$ cat src/rtl/crc_request_scheduler_if.sv
// Requester and CRC-engine signals of the scheduler, bundled for port connection.
// The scheduler uses the slave view; the surrounding logic uses the master view.
interface crc_request_scheduler_if;
    logic        req0;
    logic [18:0] addr0;
    logic [35:0] data0;
    logic        req1;
    logic [18:0] addr1;
    logic [35:0] data1;
    logic        ack0;
    logic        ack1;
    logic [15:0] result;
    logic        err;
    logic        ready;
    logic        busy_id;
    logic        crc_start;
    logic [18:0] crc_tr_address;
    logic [35:0] crc_tr_data;
    logic        crc_done;
    logic [15:0] crc_r;

    modport slave (
        input  req0, addr0, data0, req1, addr1, data1, crc_done, crc_r,
        output ack0, ack1, result, err, ready, busy_id,
               crc_start, crc_tr_address, crc_tr_data
    );

    modport master (
        output req0, addr0, data0, req1, addr1, data1, crc_done, crc_r,
        input  ack0, ack1, result, err, ready, busy_id,
               crc_start, crc_tr_address, crc_tr_data
    );
endinterface

$ cat src/rtl/crc_request_scheduler.sv
// Round-robin scheduler sharing one CRC engine between the transmit packetizer (req 0)
// and the receive checker (req 1), with post-reset engine drain and a WAIT timeout.
module crc_request_scheduler #(
    parameter int TIMEOUT      = 128,  // must exceed the engine's 56-cycle job
    parameter int FLUSH_CYCLES = 64    // must cover one full in-flight engine job
) (
    input  logic                    clock,
    input  logic                    reset,
    crc_request_scheduler_if.slave  bus
);
    localparam int CNT_MAX = (TIMEOUT > FLUSH_CYCLES) ? TIMEOUT : FLUSH_CYCLES;
    localparam int CNT_W   = $clog2(CNT_MAX + 1);
    localparam logic [CNT_W-1:0] TIMER_LAST = CNT_W'(TIMEOUT - 1);
    localparam logic [CNT_W-1:0] FLUSH_LAST = CNT_W'(FLUSH_CYCLES - 1);

    typedef enum logic [2:0] {
        S_FLUSH,
        S_IDLE,
        S_LAUNCH,
        S_WAIT,
        S_RESP
    } state_t;

    state_t           state_q, state_d;
    logic [CNT_W-1:0] cnt_q, cnt_d;
    logic             last_grant_q, last_grant_d;
    logic             busy_id_q, busy_id_d;
    logic [18:0]      addr_q, addr_d;
    logic [35:0]      data_q, data_d;
    logic [15:0]      result_q, result_d;
    logic             err_q, err_d;
    logic             grant_valid;
    logic             grant_id;

    // On a tie the requester that was not served last wins.
    always_comb begin
        grant_valid = bus.req0 | bus.req1;
        if (bus.req0 && bus.req1) begin
            grant_id = ~last_grant_q;
        end else begin
            grant_id = bus.req1;
        end
    end

    always_ff @(posedge clock) begin
        if (reset) begin
            state_q      <= S_FLUSH;
            cnt_q        <= '0;
            last_grant_q <= 1'b1;
            busy_id_q    <= 1'b0;
            addr_q       <= '0;
            data_q       <= '0;
            result_q     <= '0;
            err_q        <= 1'b0;
        end else begin
            state_q      <= state_d;
            cnt_q        <= cnt_d;
            last_grant_q <= last_grant_d;
            busy_id_q    <= busy_id_d;
            addr_q       <= addr_d;
            data_q       <= data_d;
            result_q     <= result_d;
            err_q        <= err_d;
        end
    end

    // One counter serves both the post-reset drain and the WAIT timer.
    always_comb begin
        state_d      = state_q;
        cnt_d        = cnt_q;
        last_grant_d = last_grant_q;
        busy_id_d    = busy_id_q;
        addr_d       = addr_q;
        data_d       = data_q;
        result_d     = result_q;
        err_d        = err_q;
        case (state_q)
            S_FLUSH: begin
                if (cnt_q == FLUSH_LAST) begin
                    cnt_d   = '0;
                    state_d = S_IDLE;
                end else begin
                    cnt_d = cnt_q + 1'b1;
                end
            end
            S_IDLE: begin
                if (grant_valid) begin
                    busy_id_d = grant_id;
                    addr_d    = grant_id ? bus.addr1 : bus.addr0;
                    data_d    = grant_id ? bus.data1 : bus.data0;
                    state_d   = S_LAUNCH;
                end
            end
            S_LAUNCH: begin
                cnt_d   = '0;
                state_d = S_WAIT;
            end
            S_WAIT: begin
                // done is tested first so a coincident timeout still returns the CRC
                if (bus.crc_done) begin
                    result_d = bus.crc_r;
                    err_d    = 1'b0;
                    state_d  = S_RESP;
                end else if (cnt_q == TIMER_LAST) begin
                    result_d = 16'h0000;
                    err_d    = 1'b1;
                    state_d  = S_RESP;
                end else begin
                    cnt_d = cnt_q + 1'b1;
                end
            end
            S_RESP: begin
                last_grant_d = busy_id_q;
                state_d      = S_IDLE;
            end
            default: begin
                state_d = S_FLUSH;
            end
        endcase
    end

    assign bus.ready          = (state_q == S_IDLE);
    assign bus.crc_start      = (state_q == S_LAUNCH);
    assign bus.ack0           = (state_q == S_RESP) && !busy_id_q;
    assign bus.ack1           = (state_q == S_RESP) &&  busy_id_q;
    assign bus.busy_id        = busy_id_q;
    assign bus.result         = result_q;
    assign bus.err            = err_q;
    assign bus.crc_tr_address = addr_q;
    assign bus.crc_tr_data    = data_q;
endmodule
$ cat src/flat_wrapper.sv
// flat-port wrapper written by rule: the top's interface ports become plain ports
module crc_request_scheduler_flat 
#(
    parameter int TIMEOUT      = 128,                                          
    parameter int FLUSH_CYCLES = 64                                               
)
  (clock, reset, bus_req0, bus_addr0, bus_data0, bus_req1, bus_addr1, bus_data1, bus_crc_done, bus_crc_r, bus_ack0, bus_ack1, bus_result, bus_err, bus_ready, bus_busy_id, bus_crc_start, bus_crc_tr_address, bus_crc_tr_data);
  crc_request_scheduler_if bus_i ();
  input  logic clock;
  input  logic reset;
  input wire logic [$bits(bus_i.req0)-1:0] bus_req0;
  input wire logic [$bits(bus_i.addr0)-1:0] bus_addr0;
  input wire logic [$bits(bus_i.data0)-1:0] bus_data0;
  input wire logic [$bits(bus_i.req1)-1:0] bus_req1;
  input wire logic [$bits(bus_i.addr1)-1:0] bus_addr1;
  input wire logic [$bits(bus_i.data1)-1:0] bus_data1;
  input wire logic [$bits(bus_i.crc_done)-1:0] bus_crc_done;
  input wire logic [$bits(bus_i.crc_r)-1:0] bus_crc_r;
  output wire logic [$bits(bus_i.ack0)-1:0] bus_ack0;
  output wire logic [$bits(bus_i.ack1)-1:0] bus_ack1;
  output wire logic [$bits(bus_i.result)-1:0] bus_result;
  output wire logic [$bits(bus_i.err)-1:0] bus_err;
  output wire logic [$bits(bus_i.ready)-1:0] bus_ready;
  output wire logic [$bits(bus_i.busy_id)-1:0] bus_busy_id;
  output wire logic [$bits(bus_i.crc_start)-1:0] bus_crc_start;
  output wire logic [$bits(bus_i.crc_tr_address)-1:0] bus_crc_tr_address;
  output wire logic [$bits(bus_i.crc_tr_data)-1:0] bus_crc_tr_data;
  assign bus_i.req0 = bus_req0;
  assign bus_i.addr0 = bus_addr0;
  assign bus_i.data0 = bus_data0;
  assign bus_i.req1 = bus_req1;
  assign bus_i.addr1 = bus_addr1;
  assign bus_i.data1 = bus_data1;
  assign bus_i.crc_done = bus_crc_done;
  assign bus_i.crc_r = bus_crc_r;
  assign bus_ack0 = bus_i.ack0;
  assign bus_ack1 = bus_i.ack1;
  assign bus_result = bus_i.result;
  assign bus_err = bus_i.err;
  assign bus_ready = bus_i.ready;
  assign bus_busy_id = bus_i.busy_id;
  assign bus_crc_start = bus_i.crc_start;
  assign bus_crc_tr_address = bus_i.crc_tr_address;
  assign bus_crc_tr_data = bus_i.crc_tr_data;
  crc_request_scheduler #(.TIMEOUT(TIMEOUT), .FLUSH_CYCLES(FLUSH_CYCLES)) u_core (.clock(clock), .reset(reset), .bus(bus_i));
endmodule
$ cat config.mk
export PLATFORM = sky130hd
export DESIGN_NAME = crc_request_scheduler_flat
export DESIGN_NICKNAME = d
export VERILOG_FILES = /design/src/rtl/crc_request_scheduler_if.sv /design/src/rtl/crc_request_scheduler.sv /design/src/flat_wrapper.sv
export SDC_FILE = /design/constraint.sdc
export NUM_CORES = 1
export LEC_CHECK = 0
export CAP_MARGIN = 20
export CORE_AREA = 8 8 133 98
export CTS_CLUSTER_SIZE = 10
export DETAILED_ROUTE_END_ITERATION = 10
export DIE_AREA = 0 0 141 106
export MAX_ROUTING_LAYER = met4
export PLACE_DENSITY = 0.77
export SLEW_MARGIN = 20
export SYNTH_ARGS = -nofsm -noshare
export SYNTH_HDL_FRONTEND = slang
export SYNTH_SLANG_ARGS = --single-unit
export TNS_END_PERCENT = 20
$ cat constraint.sdc
create_clock -name clock -period 1.95 [get_ports clock]
set_clock_uncertainty 0.2 [all_clocks]
set_input_delay 0.2925 -clock clock [delete_from_list [all_inputs] [get_ports clock]]
set_output_delay 0.2925 -clock clock [all_outputs]
set_load 0.01 [all_outputs]
==> metrics.csv, run 1 <==
metric,value,unit
antenna_found_initial,0,
fin_util,57.8,%
cts_num_sinks,85,
place_hpwl,9660,µm
ir_drop,0.385,mV
start_util,33.6,%
worstPathArrival,1.91,ns
postSynthCellCount,380,
place_area,6110,µm²
syn_area,3760,µm²
grt_max_degree,59,
grt_pass1_wl,19300,µm
final_nets,724,
finalSetupTns,0,ns
worstPathRequired,1.97,ns
crit_type,flop to flop,
drc,0,
post_cts_buffers,0,
p_per_area,757,nW/µm²
maxCapViolCount,0,
path_max_fanout,4,
worst_slack,0.0622,ns
yosysUniqueCellTypes,51,
busiest_layer,met2,
endpoint_kind,flop,
synthArstFlopShare,0,%
worst_pin_slew,0.322,ns
die_h,106,µm
max_slew_margin,78.4,%
post-route-period-util,96.8,%
die_w,141,µm
cts_tree,built,
rr_worst_depth,6,
synth_area_per_cell,9.90,µm²
rsz0062_at_grt,yes,
ff2ff_setup_slack,0.06,ns
clkLatencyLatePin,0.33,ns
setup_viol,0,
routed_wl,12400,µm
whs_path_depth,2,
num_rows,33,
cts_max_level,3,
clockBufferDepth,2,
hold_violations,0,
die-area,14900,µm²
drtPass1Iterations,4,
gr-total-overflow,0,
r2r-end,u_core.cnt_q[3]$_SDFFE_PP0P_,
grt_use_met1,18.7,%
gr-usage-met3,4.88,%
synth_seq_cells,85,
gr-usage-met2,27.1,%
hold_buffers,0,
grt_usage,16.3,%
drive_gt1_share,10.7,%
power,0.00489,W
min_to,u_core.bus.busy_id$_SDFFE_PP0P_,
antennaDiodeCount,0,
area_growth,71.9,%
hold_class,primary input to flop,
final_design_area_no_fill,6470,µm²
clk_pin_slew_worst_paths,0.06,ns
drtIter0Drc,216,
ys.flop_type,dfxtp_1,
core_area,11200,µm²
grt_pass1_vias,3667,
ant_nets,0,
start_kind,flop,
hp-start,reset,
io_pins,208,
status,"finished, final reports clean",
place_ws,-0.152,ns
synth.yosys.seq_area_share,45.2,%
num_vias,3625,
cts_made_buffers,9,
synth-edff-count,0,
gp_congestion,0.842,
timing.rr.start,u_core.cnt_q[1]$_SDFFE_PP0P_,
synth.net_count,512,
wl_per_cell,16.4,µm
ys.warnings.count,0,
slew_violations,0,
portBuffers,207,
cts_root_buf,clkbuf_16,
max_freq,530,MHz
power_leakage,2.35,nW
period_minus_slack,1.89,ns
vias_per_cell,4.81,
==> layer usage <==
| metal | routed length [µm] | vias to the layer above |
|---|---|---|
| li1 | - | 1837 |
| met1 | 5390 | 1649 |
| met2 | 6040 | 126 |
| met3 | 817 | 13 |
| met4 | 150 | 0 |
| met5 | 0 | - |
==> worst max-delay path by stage <==
stage	startpoint	end	slack [ns]	cells after the start
finish	u_core.cnt_q[1]$_SDFFE_PP0P_	u_core.cnt_q[3]$_SDFFE_PP0P_	0.06	6
global route	u_core.cnt_q[1]$_SDFFE_PP0P_	u_core.bus.result[5]$_SDFFE_PP0P_	-0.02	7
CTS	u_core.state_q[2]$_SDFFE_PP0P_	bus_crc_start	-0.008	4
detailed placement	bus_crc_done	u_core.cnt_q[2]$_SDFFE_PP0P_	-0.15	6
floorplan	u_core.cnt_q[0]$_SDFFE_PP0P_	u_core.cnt_q[3]$_SDFFE_PP0P_	0.04	5
global placement	bus_crc_done	u_core.cnt_q[2]$_SDFFE_PP0P_	-0.12	6
==> stage by stage <==
| stage | hold slack (ns) | std cells |
|---|---|---|
| global route | 0.205 | 754 |
| detailed placement | 0.256 | 738 |
| CTS | 0.165 | 754 |
| floorplan | 0.191 | 380 |
| finish | 0.167 | 754 |
| global placement | 0.257 | 738 |
==> Yosys cell counts (3+ instances only) <==
cell	instances	area, µm²
a211oi_1	57	428
nor2_1	65	244
dfxtp_1	85	1700
and3_1	3	18.8
buf_2	11	55.1
a22o_1	16	140
nor3_1	3	15.0
mux2i_1	55	551
o21ai_0	7	35.0
nand2_1	6	22.5
nand3_1	3	15.0
a21oi_1	7	35.0
clkbuf_1	7	26.3
buf_4	10	75.1
==> cells in the final DEF (no fill, tap or decap), types with 2 or more instances in the layout <==
| master | instances |
|---|---|
| o21ai_0 | 7 |
| mux2i_1 | 55 |
| buf_4 | 20 |
| clkdlybuf4s15_1 | 3 |
| and3_1 | 3 |
| a21boi_4 | 2 |
| bufinv_16 | 2 |
| dfxtp_2 | 2 |
| nor3_1 | 3 |
| dfxtp_1 | 83 |
| clkinv_2 | 2 |
| clkbuf_16 | 9 |
| a211o_1 | 2 |
| nand3_1 | 3 |
| a31oi_1 | 2 |
| nor3_2 | 2 |
| nand2b_1 | 2 |
| inv_6 | 2 |
| nand2_1 | 6 |
| a22o_1 | 16 |
| a21oi_1 | 6 |
| buf_12 | 4 |
| clkdlybuf4s50_1 | 202 |
| nand3b_1 | 2 |
| nor2_1 | 65 |
| a211oi_1 | 56 |
==> cells by family (layout without fill, tap and decap cells) <==
logic type,Yosys count,in the layout,share of synthesized area [%]
flip-flops,85,85,45.2
AND/OR/NAND/NOR,100,100,13.2
AO/OA/AOI/OAI,106,106,21.5
multiplexers,55,55,14.6
adder cells (fa/ha/maj),1,1,0.333
buffers and inverters,33,250,5.06
==> flip-flops by register name, summed over array words and instances, names as in the netlist <==
name and cells:
u_core.bus.busy_id 1, u_core.bus.result 16, u_core.state_q 3, u_core.bus.crc_tr_address 19, u_core.last_grant_q 1, u_core.cnt_q 8
u_core.bus.err 1, u_core.bus.crc_tr_data 36
==> worst max-delay path, stage by stage, from the launching register on <==
cell and delay, ns:
dfxtp_1 0.36, ha_2 0.21, and4_4 0.28, nand2_1 0.07, o21a_1 0.22, and3_1 0.18
a211o_1 0.26
==> report_power, final <==
part	total, W	internal, W	leakage, nW	switching [W]
Combinational	0.00113	0.000669	1.50	0.000456
Clock	0.00183	0.00113	0.160	0.000704
Sequential	0.00194	0.00186	0.689	0.0000727
Total	0.00489	0.00366	2.35	0.00123
==> repair_timing <==
action                                 4_1_cts  5_1_grt
pin swaps                                    0        0
gates resized for setup                      5       15
endpoints found under the hold margin        0        0
setup endpoints to repair                    4       13
==> area by class of cell <==
class,count,area (µm²)
fillers,976,4720
flip-flops and latches,85,1700
repair buffers,232,2320
well taps,157,196
clock inverters,7,96.3
multi-input cells,262,1920
inverters,2,7.51
clock buffers,9,225
Note: power is estimated with default switching activity, not from simulation.
==> inputs of run 2 (changes only) <==
--- a/config.mk
+++ b/config.mk
@@ -6,10 +6,10 @@
 export NUM_CORES = 1
 export LEC_CHECK = 0
 export CAP_MARGIN = 20
-export CORE_AREA = 8 8 133 98
+export CORE_AREA = 3 3 128 93
 export CTS_CLUSTER_SIZE = 10
 export DETAILED_ROUTE_END_ITERATION = 10
-export DIE_AREA = 0 0 141 106
+export DIE_AREA = 0 0 131 96
 export MAX_ROUTING_LAYER = met4
 export PLACE_DENSITY = 0.77
 export SLEW_MARGIN = 20
==> metrics.csv, run 2 (synthesis gave the netlist of run 1 again) <==
metric,value,unit,change
endpoint_kind,flop,,
cts_made_buffers,9,,unchanged
hold_buffers,0,,unchanged
clockBufferDepth,2,,unchanged
wl_per_cell,15.6,µm,-4.9%
portBuffers,207,,unchanged
worstPathArrival,1.93,ns,+0.02 ns
critPathSlowestCell,dfxtp_4,,
hold_violations,0,,unchanged
ir_drop,0.441,mV,+14%
cts_max_level,3,,unchanged
max_slew_margin,78.7,%,+0.31 points
routed_wl,11700,µm,-5.4%
p_int,0.00342,W,-6.7%
drive_gt1_share,10.6,%,-0.17 points
met3WireLength,867,µm,+6.1%
cts_num_sinks,85,,unchanged
cts_root_buf,clkbuf_16,,
grt_pass1_wl,17600,µm,-8.8%
p_sw,0.00126,W,+2.2%
final_nets,724,,unchanged
grt_max_degree,43,,-27%
setup_viol,0,,unchanged
die_h,96,µm,-9.4%
die-area,12600,µm²,-16%
dr.max_layer_used,met4,,
place_hpwl,9000,µm,-6.8%
maxCapViolCount,0,,unchanged
antennaDiodeCount,0,,unchanged
hold_class,primary input to flop,,
cp_common_cell,a21oi_1,,
gp_congestion,0.848,,+0.68%
num_rows,32,,-3.0%
clk_pin_slew_worst_paths,0.06,ns,about the same
io_pins,208,,unchanged
core_area,10900,µm²,-3.0%
slew_violations,0,,unchanged
met1_length,5080,µm,-5.8%
grt_pass1_vias,3530,,-3.7%
die_w,131,µm,-7.1%
grt_usage,17.9,%,+1.6 points
combinationalPowerShare,24.3,%,+1.3 points
drtIter0Drc,140,,-35%
fill_cells,943,,-3.4%
finalSetupTns,0,ns,unchanged
drtPass1Iterations,4,,unchanged
wl_met2,5650,µm,-6.6%
post-route-period-util,95.9,%,-0.93 points
slowest_delay,0.36,ns,about the same
pwr-share-clk,34.3,%,-3.1 points
start_kind,flop,,
p_per_area,727,nW/µm²,-3.9%
worst_pin_slew,0.316,ns,-0.00592 ns
power_frac_seq,41.4,%,+1.8 points
worstPathRequired,2.01,ns,+0.04 ns
layout_commonest_cell,clkdlybuf4s50_1,,
period_minus_slack,1.87,ns,-0.0181 ns
start_util,34.7,%,+1.1 points
area_growth,71.0,%,
path_cells,buf_4 -> nor3_2 -> a21boi_4 -> a21oi_1 -> or3b_1 -> a21oi_1,,
cts_tree,built,,
status,"finished, final reports clean",,
power_leakage,2.33,nW,-0.83%
gr-total-overflow,0,,unchanged
drc,0,,unchanged
ant_nets,0,,unchanged
finalNonFillerCells,750,,-0.53%
clkLatencyLatePin,0.33,ns,about the same
vias_per_cell,4.91,,+2.0%
max_freq,535,MHz,+0.97%
crit_type,flop to flop,,
num_vias,3679,,+1.5%
path_max_fanout,5,,+1
final_cell_mix,"202 x clkdlybuf4s50_1, 84 x dfxtp_1, 65 x nor2_1",,
switching_share,26.9,%,+1.7 points
largest_register_ffs,36,,unchanged
antenna_found_initial,0,,unchanged
dp.cells,733,,-0.68%
run 2: changes by cell type in the layout (fill, tap and decap cells not counted), sizes merged:
| cell | before | now |
|---|---|---|
| clkdlybuf4s15 | 3 | 1 |
| clkinv | 3 | 4 |
| clkbuf | 10 | 12 |
| clkinvlp | 0 | 1 |
| bufinv | 2 | 0 |
run 2: timing repair:
action / CTS / global route
setup buffers: 0 / 1
resized for setup: 5 / 16
setup endpoints to repair: 8 / 13
pin swaps: 0 / 1
run 2: critical path: cells and delay by family (launching register included):
| kind | cells | cell delay (ns) |
|---|---|---|
| AND/OR/NAND/NOR | 2 | 0.58 |
| AO/OA/AOI/OAI | 3 | 0.51 |
| flip-flops | 1 | 0.36 |
| buffers and inverters | 1 | 0.15 |
run 2: final timing paths:
check,from,endpoint,slack [ns],depth (start not counted)
max,u_core.state_q[2]$_SDFFE_PP0P_,u_core.cnt_q[2]$_SDFFE_PP0P_,0.08,6
min,reset,u_core.bus.busy_id$_SDFFE_PP0P_,0.13,2
max reg2reg,u_core.state_q[2]$_SDFFE_PP0P_,u_core.cnt_q[2]$_SDFFE_PP0P_,0.08,6
min reg2reg,u_core.bus.result[8]$_SDFFE_PP0P_,u_core.bus.result[8]$_SDFFE_PP0P_,0.28,1
run 2: metal layers:
metal	track usage [%]	vias up
li1	-	1840
met1	22.3	1692
met2	29.3	131
met3	5.10	16
met4	3.42	0
met5	-	-
run 2: area by class of cell:
class,count,area [µm²],share of cell area (%)
clock buffers,9,225,3.50
clock inverters,7,58.8,0.914
inverters,2,7.51,0.117
multi-input cells,262,1920,29.8
flip-flops and latches,85,1710,26.5
well taps,153,191,2.98
repair buffers,232,2330,36.2
run 2: stage by stage:
step / cell area, µm² / hold WS (ns) / utilization [%] / total power (W) / worst slack, ns
3_5_place_dp: 6120 / 0.258 / 56.4 / 0.00310 / -0.119
2_1_floorplan: 3760 / 0.191 / - / 0.00245 / 0.0377
6_report: 6430 / 0.129 / 59.3 / 0.00468 / 0.0804
3_3_place_gp: 6120 / 0.257 / 56.4 / 0.00307 / -0.111
5_1_grt: 6430 / 0.136 / 59.3 / 0.00491 / -0.0202
4_1_cts: 6400 / 0.118 / 59.0 / 0.00473 / -0.0273
run 2: power by group through the flow:
| stage | sequential, W | clock (W) | combinational [W] |
|---|---|---|---|
| 6_report | 0.00194 | 0.00161 | 0.00114 |
| 5_1_grt | 0.00195 | 0.00174 | 0.00123 |
| 4_1_cts | 0.00193 | 0.00167 | 0.00113 |
| 3_5_place_dp | 0.00197 | 0 | 0.00113 |
| 3_3_place_gp | 0.00196 | 0 | 0.00110 |
| 2_1_floorplan | 0.00201 | 0 | 0.000438 |
